--- src/rtl/rat_path_player.sv ---
// rat_path_player: turns the maze controller's replayed move codes into absolute (x, y)
// coordinates, buffered in a small valid/ready output FIFO. Optional macro:
// RAT_PLAYER_BOUNDS_CHK_EN rejects off-maze moves (block enters ERR); without it coordinates wrap.
module rat_path_player #(
  parameter int X_W        = 4,
  parameter int Y_W        = 4,
  parameter int FIFO_DEPTH = 8,
  parameter int STEP_W     = 8
) (
  input  logic              clk,
  input  logic              rst,
  input  logic              start,
  input  logic              mv_valid,
  input  logic [1:0]        mv_dir,
  input  logic              mv_last,
  output logic              mv_ready,
  output logic              out_valid,
  output logic [X_W-1:0]    out_x,
  output logic [Y_W-1:0]    out_y,
  input  logic              out_ready,
  output logic [STEP_W-1:0] step_cnt,
  output logic              busy,
  output logic              done,
  output logic              err
);

  localparam int             PTR_W    = $clog2(FIFO_DEPTH);
  localparam logic [PTR_W:0] FULL_CNT = (PTR_W+1)'(FIFO_DEPTH);

  typedef enum logic [2:0] {
    S_IDLE   = 3'd0,
    S_ORIGIN = 3'd1,
    S_RUN    = 3'd2,
    S_DRAIN  = 3'd3,
    S_DONE   = 3'd4,
    S_ERR    = 3'd5
  } state_t;

  state_t            state_q, state_d;
  logic [X_W-1:0]    pos_x_q, pos_x_d, nxt_x_s;
  logic [Y_W-1:0]    pos_y_q, pos_y_d, nxt_y_s;
  logic [PTR_W-1:0]  wr_ptr_q, wr_ptr_d, rd_ptr_q, rd_ptr_d;
  logic [PTR_W:0]    count_q, count_d;
  logic [STEP_W-1:0] step_q, step_d;
  logic              busy_q, busy_d, done_q, done_d, err_q, err_d;
  logic [X_W-1:0]    mem_x_q [FIFO_DEPTH];
  logic [Y_W-1:0]    mem_y_q [FIFO_DEPTH];
  logic              fifo_full_s, run_s, push_s, pop_s, hs_s, bad_s, clear_s;

  assign fifo_full_s = (count_q == FULL_CNT);
  assign run_s       = (state_q == S_RUN);
  assign out_valid   = (count_q != {(PTR_W+1){1'b0}});
  assign pop_s       = out_valid & out_ready;

`ifdef RAT_PLAYER_BOUNDS_CHK_EN
  logic oob_s;

  // Flag a move whose target would leave the maze; it is never handshaked.
  always_comb begin
    case (mv_dir)
      2'b00:   oob_s = (pos_x_q == {X_W{1'b0}});
      2'b11:   oob_s = (pos_x_q == {X_W{1'b1}});
      2'b01:   oob_s = (pos_y_q == {Y_W{1'b1}});
      2'b10:   oob_s = (pos_y_q == {Y_W{1'b0}});
      default: oob_s = 1'b0;
    endcase
  end

  assign bad_s    = run_s & mv_valid & ~fifo_full_s & oob_s;
  assign mv_ready = run_s & ~fifo_full_s & ~(mv_valid & oob_s);
`else
  assign bad_s    = 1'b0;
  assign mv_ready = run_s & ~fifo_full_s;
`endif

  assign hs_s = mv_valid & mv_ready;

  // Target position of the offered move (wraps modulo the coordinate width).
  always_comb begin
    nxt_x_s = pos_x_q;
    nxt_y_s = pos_y_q;
    case (mv_dir)
      2'b00:   nxt_x_s = pos_x_q - X_W'(1);
      2'b11:   nxt_x_s = pos_x_q + X_W'(1);
      2'b01:   nxt_y_s = pos_y_q + Y_W'(1);
      2'b10:   nxt_y_s = pos_y_q - Y_W'(1);
      default: begin
        nxt_x_s = pos_x_q;
        nxt_y_s = pos_y_q;
      end
    endcase
  end

  // Sequencing, position tracking and status next-state.
  always_comb begin
    state_d = state_q;
    pos_x_d = pos_x_q;
    pos_y_d = pos_y_q;
    step_d  = step_q;
    push_s  = 1'b0;
    clear_s = 1'b0;
    case (state_q)
      S_IDLE, S_DONE, S_ERR: begin
        if (start) begin
          clear_s = 1'b1;
          pos_x_d = {X_W{1'b0}};
          pos_y_d = {Y_W{1'b0}};
          step_d  = {STEP_W{1'b0}};
          state_d = S_ORIGIN;
        end else begin
          state_d = state_q;
        end
      end
      S_ORIGIN: begin
        push_s  = 1'b1;
        state_d = S_RUN;
      end
      S_RUN: begin
        if (bad_s) begin
          clear_s = 1'b1;
          state_d = S_ERR;
        end else if (hs_s) begin
          pos_x_d = nxt_x_s;
          pos_y_d = nxt_y_s;
          push_s  = 1'b1;
          step_d  = (step_q == {STEP_W{1'b1}}) ? step_q : step_q + STEP_W'(1);
          state_d = mv_last ? S_DRAIN : S_RUN;
        end else begin
          state_d = S_RUN;
        end
      end
      S_DRAIN: state_d = out_valid ? S_DRAIN : S_DONE;
      default: state_d = S_IDLE;
    endcase
    busy_d = (state_d == S_ORIGIN) | (state_d == S_RUN) | (state_d == S_DRAIN);
    done_d = (state_d == S_DONE);
    err_d  = (state_d == S_ERR);
  end

  // FIFO pointer and occupancy bookkeeping; a clear discards everything buffered.
  always_comb begin
    wr_ptr_d = wr_ptr_q;
    rd_ptr_d = rd_ptr_q;
    count_d  = count_q;
    if (clear_s) begin
      wr_ptr_d = {PTR_W{1'b0}};
      rd_ptr_d = {PTR_W{1'b0}};
      count_d  = {(PTR_W+1){1'b0}};
    end else begin
      wr_ptr_d = push_s ? wr_ptr_q + PTR_W'(1) : wr_ptr_q;
      rd_ptr_d = pop_s  ? rd_ptr_q + PTR_W'(1) : rd_ptr_q;
      case ({push_s, pop_s})
        2'b10:   count_d = count_q + (PTR_W+1)'(1);
        2'b01:   count_d = count_q - (PTR_W+1)'(1);
        default: count_d = count_q;
      endcase
    end
  end

  // State and control registers.
  always_ff @(posedge clk) begin
    if (rst) begin
      state_q  <= S_IDLE;
      pos_x_q  <= {X_W{1'b0}};
      pos_y_q  <= {Y_W{1'b0}};
      wr_ptr_q <= {PTR_W{1'b0}};
      rd_ptr_q <= {PTR_W{1'b0}};
      count_q  <= {(PTR_W+1){1'b0}};
      step_q   <= {STEP_W{1'b0}};
      busy_q   <= 1'b0;
      done_q   <= 1'b0;
      err_q    <= 1'b0;
    end else begin
      state_q  <= state_d;
      pos_x_q  <= pos_x_d;
      pos_y_q  <= pos_y_d;
      wr_ptr_q <= wr_ptr_d;
      rd_ptr_q <= rd_ptr_d;
      count_q  <= count_d;
      step_q   <= step_d;
      busy_q   <= busy_d;
      done_q   <= done_d;
      err_q    <= err_d;
    end
  end

  // Coordinate storage; the pushed value is always the position being registered.
  always_ff @(posedge clk) begin
    if (push_s) begin
      mem_x_q[wr_ptr_q] <= pos_x_d;
      mem_y_q[wr_ptr_q] <= pos_y_d;
    end
  end

  assign out_x    = out_valid ? mem_x_q[rd_ptr_q] : {X_W{1'b0}};
  assign out_y    = out_valid ? mem_y_q[rd_ptr_q] : {Y_W{1'b0}};
  assign step_cnt = step_q;
  assign busy     = busy_q;
  assign done     = done_q;
  assign err      = err_q;

endmodule

--- config.mk ---
export PLATFORM = sky130hd
export DESIGN_NAME = rat_path_player
export DESIGN_NICKNAME = d
export VERILOG_FILES = /design/src/rtl/rat_path_player.sv
export SDC_FILE = /design/constraint.sdc
export NUM_CORES = 1
export LEC_CHECK = 0
export CORE_MARGIN = 2
export CORE_UTILIZATION = 63
export CTS_CLUSTER_DIAMETER = 80
export DETAILED_ROUTE_END_ITERATION = 7
export PLACE_DENSITY_LB_ADDON = 0.3
export SYNTH_ARGS = -nofsm -noshare
export SYNTH_HDL_FRONTEND = slang
export SYNTH_SLANG_ARGS = --single-unit
--- constraint.sdc ---
create_clock -name clk -period 6.9 [get_ports clk]
set_clock_uncertainty 0.15 [all_clocks]
set_input_delay 2.07 -clock clk [delete_from_list [all_inputs] [get_ports clk]]
set_output_delay 2.07 -clock clk [all_outputs]
set_load 0.02 [all_outputs]
==> results of run 1 <==
[synthesized netlist by cell type, drive strengths merged, types with 5 or more instances]
cell type,count
o21ai,6
nor3,5
nor2,39
ha,12
xor2,6
a21oi,12
inv,8
nand3,9
nor3b,5
mux4,16
nand2,16
edfxtp,64
dfxtp,35
buf,9
xnor2,11
mux2i,11
nor2b,6
[worst max-delay path: stages, from the launching register on]
cell and delay [ns]:
dfxtp_1 1.04, mux4_2 0.61, mux2i_1 0.16, nor2_1 0.05, clkdlybuf4s50_1 0.53
[logic make-up (layout without fill, tap and decap cells)]
group	Yosys count	count (layout)	synth area share (%)
AND/OR/NAND/NOR	107	107	13.2
adder cells (fa/ha/maj)	14	14	4.41
AO/OA/AOI/OAI	30	30	4.59
buffers and inverters	21	55	2.03
flip-flops	99	99	60.9
multiplexers	29	29	11.4
XOR/XNOR	17	17	3.46
[registers in the layout, summed over array words and instances (netlist names), 3 cells and up, named ones only]
| signal | count |
|---|---|
| mem_x_q | 32 |
| mem_y_q | 32 |
| step_cnt | 8 |
| count_q | 4 |
| pos_x_q | 4 |
| pos_y_q | 4 |
| rd_ptr_q | 3 |
| state_q | 3 |
| wr_ptr_q | 3 |
[worst paths after layout]
path,from,endpoint,slack (ns)
min,wr_ptr_q[0],wr_ptr_q[0],0.35
max,flop,out_x[2],1.93
max reg2reg,count_q[1],count_q[2],3.96
min reg2reg,wr_ptr_q[0],wr_ptr_q[0],0.35
[cell type report]
cell class | instances | area (sq um) | share of cell area [%]
Tap cell | 80 | 100 | 2.06
Inverter | 8 | 30.0 | 0.618
Clock buffer | 9 | 124 | 2.55
Clock inverter | 7 | 73.8 | 1.52
Sequential cell | 99 | 2620 | 54.0
Timing Repair Buffer | 31 | 303 | 6.23
Multi-Input combinational cell | 197 | 1600 | 33.0
[routing by layer]
layer / wire [um] / share of wire [%]
met1: 3300 / 42
met5: 0 / 0
met2: 4020 / 51
met4: 174 / 2.2
met3: 312 / 4.0
[where the power goes]
part | internal (mW) | total, mW | switching (mW)
Sequential | 0.639 | 0.653 | 0.0137
Combinational | 0.0593 | 0.130 | 0.0704
Clock | 0.169 | 0.370 | 0.201
[metrics by stage]
stage,setup WS [ns],instances,instance area [sq um],hold WS [ns]
after floorplan,3.01,317,4310,0.312
after global placement,2.28,415,4660,0.327
after detailed placement,2.23,415,4660,0.341
after CTS,1.83,431,4860,0.354
after global routing,1.69,431,4860,0.371
final,1.93,431,4860,0.349
==> results.py, run 1 <==
metrics = {
    "status": {
        "status": "completed",
    },
    "setup_path": {
        "criticalPathCategory": "flop to primary output",
        "startpoint_type": "flop",
        "r2r.worst_path.cells": 9,
        "crit_required_ns": 4.68,
        "endpoint_kind": "primary output",
        "crit_arrival_ns": 2.75,
        "crit_path_max_fanout": 16,
    },
    "layout": {
        "drive_gt1_share_pct": 12.8,
        "final_common_cell": "edfxtp_1",
        "fill_cells": 423,
        "postLayoutCoreUtil_pct": 72.3,
        "final_cell_mix": "64 x edfxtp_1, 39 x nor2_1, 35 x dfxtp_1",
        "finalNetCount": 368,
        "syn_to_final_growth_pct": 12.8,
        "antenna_cells": 0,
    },
    "die": {
        "fp.coreArea_sq_um": 6720,
        "rows": 30,
        "die_w_um": 86.7,
        "initial_core_util_pct": 64.1,
        "die_y_um": 86.7,
        "ios": 29,
        "die_area_sq_um": 7520,
    },
    "power": {
        "total_power_mw": 1.15,
        "leakagePower_nw": 1.60,
        "ir_drop_mv": 0.147,
        "power.density_nw_per_um2": 237,
    },
    "global_routing": {
        "grt_pass1_vias": 2576,
        "overflow": 0,
        "grt_max_degree": 20,
        "met2_usage_pct": 38.9,
        "met3_usage_pct": 3.71,
        "grt_pass1_wl_mm": 12.7,
        "grt_use_met1_pct": 29.0,
        "grtUsageTotal_pct": 22.9,
        "grt-busiest-layer": "met2",
        "antenna_found_initial": 0,
    },
    "timing": {
        "clock.fmax_mhz": 201,
        "rsz0062_at_grt": "false",
        "post-route-min-period_ns": 4.97,
        "hold_viol": 0,
        "tightest_slew_ns": 1.07,
        "finalCritPeriodShare_pct": 72.1,
        "setup_tns_ns": 0,
        "maxSlewHeadroom_pct": 28.6,
        "setup_viol": 0,
        "drv_slew": 0,
    },
    "yosys": {
        "yosysSeqAreaShare_pct": 60.9,
        "ys_warn_count": 0,
        "syn_avg_cell_area_sq_um": 13.6,
        "synth-edff-count": 64,
        "ys_types": 48,
        "ys_ff_latch": 99,
        "synth_top_area_cell": "edfxtp_1",
        "synth_top_area_share_pct": 44.6,
        "synthCells": 317,
        "syn_area_sq_um": 4310,
        "ys.flop_type": "edfxtp_1",
        "synthTopCellsByArea": "edfxtp_1 45%, dfxtp_1 16%, mux4_2 8.4%, ha_1 3.5%, nor2_1 3.4%",
        "synth_fp_nets": 339,
        "synthArstFlopShare_pct": 0,
    },
    "worst_hold_path": {
        "min_path_type": "flop to flop",
        "whs_path_depth": 2,
    },
    "route": {
        "via_per_inst": 5.94,
        "drc": 0,
        "drtPass1Iterations": 4,
        "wire_per_inst_um": 18.1,
        "wirelength_mm": 7.81,
        "drt-initial-drc-count": 171,
        "ant_nets": 0,
        "num_vias": 2560,
    },
    "flow_run": {
        "cap_viol_max_count": 0,
    },
    "cts": {
        "cts_max_level": 3,
        "clk_latency_ns": 0.36,
        "clk_pin_slew_worst_paths_ns": 0.09,
        "cts_inserted_buffers": 9,
        "clock-root-buffer": "clkbuf_8",
        "holdBufCountCts": 0,
        "ctsLongestPathBuffers": 2,
        "cts_tree": "built",
        "cts_setup_buffers": 0,
        "clock_sinks": 99,
        "cts.repair.resized": 0,
    },
    "placed_design": {
        "io_buffers": 28,
        "place.gp.congestion": 0.776,
        "dp.final_hpwl_mm": 5.25,
    },
}
No activity file was read; power rests on OpenSTA's default activity.
==> run 2: changes to the inputs <==
--- a/config.mk
+++ b/config.mk
@@ -6,7 +6,7 @@
 export NUM_CORES = 1
 export LEC_CHECK = 0
 export CORE_MARGIN = 2
-export CORE_UTILIZATION = 63
+export CORE_UTILIZATION = 53
 export CTS_CLUSTER_DIAMETER = 80
 export DETAILED_ROUTE_END_ITERATION = 7
 export PLACE_DENSITY_LB_ADDON = 0.3
==> constraint.sdc (replaced) <==
create_clock -name clk -period 4.21 [get_ports clk]
set_clock_uncertainty 0.15 [all_clocks]
set_input_delay 1.263 -clock clk [delete_from_list [all_inputs] [get_ports clk]]
set_output_delay 1.263 -clock clk [all_outputs]
set_load 0.02 [all_outputs]
==> run 2 against run 1 <==
Against the previous run: clock power increased by 54%; flip-flop and latch count is the same; die area rose by 18%; via count rose by 0.78%; combinational power grew 69%; sequential power is 62% higher; total power increased by 61%; setup slack got worse by 1.5 ns; hold slack better by 0.0045 ns; design area rose by 2.0%; first-iteration DRC count shrank 9.9%; critical endpoint is now out_y[3]; largest cell class unchanged; largest power group unchanged; highest routed layer unchanged.
==> results.py, run 2 (same netlist as run 1, synthesis figures left out) <==
metrics = {
    "status": {
        "status": "completed",
    },
    "cts": {
        "clk_pin_slew_worst_paths_ns": 0.09,
        "cts.repair.resized": 0,
        "clk_latency_ns": 0.36,
        "cts_inserted_buffers": 9,
        "clock-root-buffer": "clkbuf_8",
        "cts_max_level": 3,
        "cts_setup_buffers": 0,
        "cts_tree": "built",
        "ctsLongestPathBuffers": 2,
        "holdBufCountCts": 0,
        "clock_sinks": 99,
    },
    "global_routing": {
        "antenna_found_initial": 0,
        "grt_pass1_vias": 2621,
        "grtUsageTotal_pct": 19.9,
        "grt_max_degree": 20,
        "overflow": 0,
        "grt_pass1_wl_mm": 13.1,
    },
    "route": {
        "ant_nets": 0,
        "wirelength_mm": 7.83,
        "drt-initial-drc-count": 154,
        "drc": 0,
        "num_vias": 2580,
        "wire_per_inst_um": 16.9,
        "drtPass1Iterations": 4,
        "via_per_inst": 5.56,
    },
    "setup_path": {
        "startpoint_type": "flop",
        "crit_path_max_fanout": 16,
        "criticalPathCategory": "flop to primary output",
        "crit_arrival_ns": 2.32,
        "rrSetupSlack_ns": 1.29,
        "crit_required_ns": 2.80,
        "endpoint_kind": "primary output",
    },
    "placed_design": {
        "preCtsSetupSlack_ns": 0.361,
        "io_buffers": 28,
        "dp.final_hpwl_mm": 5.38,
        "place.gp.congestion": 0.767,
        "placed_cells": 448,
        "dpl-instance-area_sq_um": 4770,
    },
    "power": {
        "power.density_nw_per_um2": 374,
        "switching_share_pct": 25.8,
        "ir_drop_mv": 0.165,
        "p_int_mw": 1.37,
        "power_frac_seq_pct": 57.4,
        "share_clk_of_total_power_pct": 30.7,
        "p_sw_mw": 0.478,
        "total_power_mw": 1.85,
        "leakagePower_nw": 1.66,
        "combPwrFrac_pct": 11.9,
    },
    "layout": {
        "seqCellArea_sq_um": 2620,
        "finalNetCount": 379,
        "drive_gt1_share_pct": 15.7,
        "syn_to_final_growth_pct": 15.0,
        "design_area_sq_um": 4950,
        "final_common_cell": "edfxtp_1",
        "antenna_cells": 0,
        "postLayoutCoreUtil_pct": 63.4,
        "final_cells": 464,
        "fill_cells": 591,
        "final_cell_mix": "64 x edfxtp_1, 39 x nor2_1, 35 x dfxtp_1",
        "multi_input_area_sq_um": 1600,
    },
    "flow_run": {
        "cap_viol_max_count": 0,
    },
    "timing": {
        "drv_slew": 0,
        "hold_viol": 0,
        "finalCritPeriodShare_pct": 88.7,
        "rsz0062_at_grt": "false",
        "setup_viol": 0,
        "hold_ws_ns": 0.354,
        "tightest_slew_ns": 0.746,
        "maxSlewHeadroom_pct": 50.3,
        "post-route-min-period_ns": 3.73,
        "clock.fmax_mhz": 268,
        "setup_ws_ns": 0.475,
        "setup_tns_ns": 0,
    },
    "die": {
        "fp.coreArea_sq_um": 7810,
        "initial_core_util_pct": 55.2,
        "die_area_sq_um": 8870,
        "ios": 29,
        "die_y_um": 94.2,
        "die_w_um": 94.2,
        "rows": 32,
    },
    "worst_hold_path": {
        "min_path_type": "flop to flop",
    },
}
-- run 2: per-layer routing --
metal	GRT usage [%]	up-vias	routed length, um
met4	6.16	0	64
met5	0	-	0
li1	-	1247	-
met3	3.93	7	289
met2	32.9	46	3920
met1	26.9	1280	3550
-- run 2: power groups by stage --
stage          clock (mW)  sequential, mW  combinational [mW]
5_1_grt             0.624            1.07               0.244
6_report            0.568            1.06               0.220
3_3_place_gp            0            1.08               0.218
4_1_cts             0.581            1.06               0.224
3_5_place_dp            0            1.09               0.222
2_1_floorplan           0            1.08               0.147
-- run 2: final timing paths --
path                    start           to  cells past startpoint
setup / recovery         flop     out_y[3]                      5
hold / removal    wr_ptr_q[0]  wr_ptr_q[0]                      2
setup reg to reg   count_q[1]   count_q[2]                      9
hold reg to reg   wr_ptr_q[0]  wr_ptr_q[0]                      2
-- run 2: worst max-delay path, stage by stage, from the launching register on --
cell             delay (ns)
dfxtp_1                0.32
buf_4                  0.30
mux4_2                 0.54
mux2i_1                0.20
nor2_1                 0.08
clkdlybuf4s50_1        0.54
-- run 2: area by class of cell --
cell class / count / area share [%]
well taps: 102 / 2.58
clock inverters: 7 / 1.19
inverters: 8 / 0.606
clock buffers: 9 / 2.50
multi-input cells: 197 / 32.4
flip-flops and latches: 99 / 53.0
repair buffers: 42 / 7.78
==> run 3: changes to the inputs <==
--- a/config.mk
+++ b/config.mk
@@ -6,10 +6,11 @@
 export NUM_CORES = 1
 export LEC_CHECK = 0
 export CORE_MARGIN = 2
-export CORE_UTILIZATION = 53
+export CORE_UTILIZATION = 58
 export CTS_CLUSTER_DIAMETER = 80
+export CTS_CLUSTER_SIZE = 14
 export DETAILED_ROUTE_END_ITERATION = 7
-export PLACE_DENSITY_LB_ADDON = 0.3
+export PLACE_DENSITY = 0.8
 export SYNTH_ARGS = -nofsm -noshare
 export SYNTH_HDL_FRONTEND = slang
 export SYNTH_SLANG_ARGS = --single-unit
==> constraint.sdc (replaced) <==
create_clock -name clk -period 3.89 [get_ports clk]
set_clock_uncertainty 0.15 [all_clocks]
set_input_delay 1.167 -clock clk [delete_from_list [all_inputs] [get_ports clk]]
set_output_delay 1.167 -clock clk [all_outputs]
set_load 0.02 [all_outputs]
==> run 3 against run 2 <==
Against the previous run: hold slack worse by 0.0032 ns; critical path depth stayed put; combinational power is 11% higher; utilization is 5.5 points higher; wire length is 1.1% lower; design area is 0.43% higher; sequential share of layout area is 0.23 points lower; die area is 8.3% lower; register-to-register slack worse by 0.19 ns; final cell count is 0.22% lower; highest routed layer unchanged.
==> results.py, run 3 (same netlist as run 1, synthesis figures left out) <==
metrics = {
    "status": {
        "status": "completed",
    },
    "setup_path": {
        "crit_arrival_ns": 2.33,
        "crit_path_max_fanout": 16,
        "crit_required_ns": 2.57,
        "criticalPathCategory": "flop to primary output",
        "startpoint_type": "flop",
        "rrSetupSlack_ns": 1.10,
        "slowest_stage": "mux4_2",
        "critPathMaxStageDelay_ns": 0.54,
        "cp_cell_sequence": "buf_4 -> mux4_2 -> mux2i_1 -> nor2_1 -> clkdlybuf4s50_1",
        "endpoint_kind": "primary output",
    },
    "route": {
        "via_per_inst": 5.60,
        "drt-initial-drc-count": 153,
        "drc": 0,
        "wirelength_mm": 7.74,
        "num_vias": 2591,
        "ant_nets": 0,
        "drtPass1Iterations": 4,
        "wire_per_inst_um": 16.7,
    },
    "global_routing": {
        "grt_pass1_vias": 2524,
        "antenna_found_initial": 0,
        "grtUsageTotal_pct": 20.1,
        "grt_pass1_wl_mm": 12.6,
        "grt_max_degree": 20,
        "overflow": 0,
    },
    "timing": {
        "tightest_slew_ns": 0.924,
        "setup_viol": 0,
        "setup_ws_ns": 0.246,
        "drv_slew": 0,
        "hold_viol": 0,
        "post-route-min-period_ns": 3.64,
        "setup_tns_ns": 0,
        "maxSlewHeadroom_pct": 37.8,
        "clock.fmax_mhz": 274,
        "rsz0062_at_grt": "false",
        "finalCritPeriodShare_pct": 93.7,
    },
    "cts": {
        "holdBufCountCts": 0,
        "ctsLongestPathBuffers": 2,
        "clock_sinks": 99,
        "cts_inserted_buffers": 9,
        "cts_setup_buffers": 0,
        "cts_max_level": 3,
        "cts.repair.resized": 0,
        "clk_latency_ns": 0.35,
        "clock-root-buffer": "clkbuf_8",
        "cts_tree": "built",
        "clk_pin_slew_worst_paths_ns": 0.09,
    },
    "die": {
        "die_w_um": 90.2,
        "rows": 31,
        "die_area_sq_um": 8130,
        "fp.coreArea_sq_um": 7210,
        "ios": 29,
        "die_y_um": 90.2,
        "initial_core_util_pct": 59.7,
    },
    "placed_design": {
        "place.gp.congestion": 0.775,
        "dp.final_hpwl_mm": 5.35,
        "preCtsSetupSlack_ns": 0.186,
        "io_buffers": 28,
    },
    "power": {
        "power.density_nw_per_um2": 406,
        "ir_drop_mv": 0.218,
        "leakagePower_nw": 1.67,
    },
    "layout": {
        "syn_to_final_growth_pct": 15.5,
        "finalNetCount": 381,
        "final_cell_mix": "64 x edfxtp_1, 39 x nor2_1, 35 x dfxtp_1",
        "seqCellArea_sq_um": 2620,
        "multi_input_area_sq_um": 1600,
        "antenna_cells": 0,
        "fill_cells": 527,
        "drive_gt1_share_pct": 16.2,
        "final_common_cell": "edfxtp_1",
    },
    "flow_run": {
        "cap_viol_max_count": 0,
    },
    "worst_hold_path": {
        "min_path_type": "flop to flop",
    },
}
## run 3: per-layer routing
layer | part of all wire (%) | global-route usage, %
met5 | 0 | 0
met3 | 4.4 | 3.02
met2 | 52 | 35.7
met1 | 43 | 25.3
met4 | 1.1 | 6.54
## run 3: worst paths after layout
check                   start           to  cells after the start
setup reg to reg   count_q[1]   count_q[2]                     11
setup / recovery         flop     out_y[3]                      5
hold reg to reg   wr_ptr_q[0]  wr_ptr_q[0]                      2
hold / removal    wr_ptr_q[0]  wr_ptr_q[0]                      2
## run 3: power breakdown
| part | total [mW] | switching, mW | internal, mW |
|---|---|---|---|
| sequential | 1.15 | 0.0166 | 1.13 |
| clock | 0.622 | 0.372 | 0.250 |
| combinational | 0.244 | 0.134 | 0.110 |
| total | 2.02 | 0.522 | 1.49 |
## run 3: final cells by class
class,instances,area share [%]
Clock inverter,7,1.38
Timing Repair Buffer,44,8.05
Inverter,8,0.604
Clock buffer,9,2.49
Sequential cell,99,52.7
Multi-Input combinational cell,197,32.3
Tap cell,99,2.49
## run 3: through the flow
stage	cells	total power [mW]	cell area (sq um)	util [%]	hold slack (ns)
finish	463	2.02	4970	68.9	0.351
global route	463	2.09	4970	68.9	0.370
CTS	463	2.03	4970	68.9	0.354
detailed placement	447	1.42	4780	66.3	0.340
global placement	447	1.41	4780	66.3	0.328
floorplan	317	1.33	4310	-	0.312
## run 3: critical path: cells and delay by family (launching register included)
family / cells / cell delay, ns
flip-flops: 1 / 0.32
AND/OR/NAND/NOR: 1 / 0.07
multiplexers: 2 / 0.75
buffers and inverters: 2 / 0.83
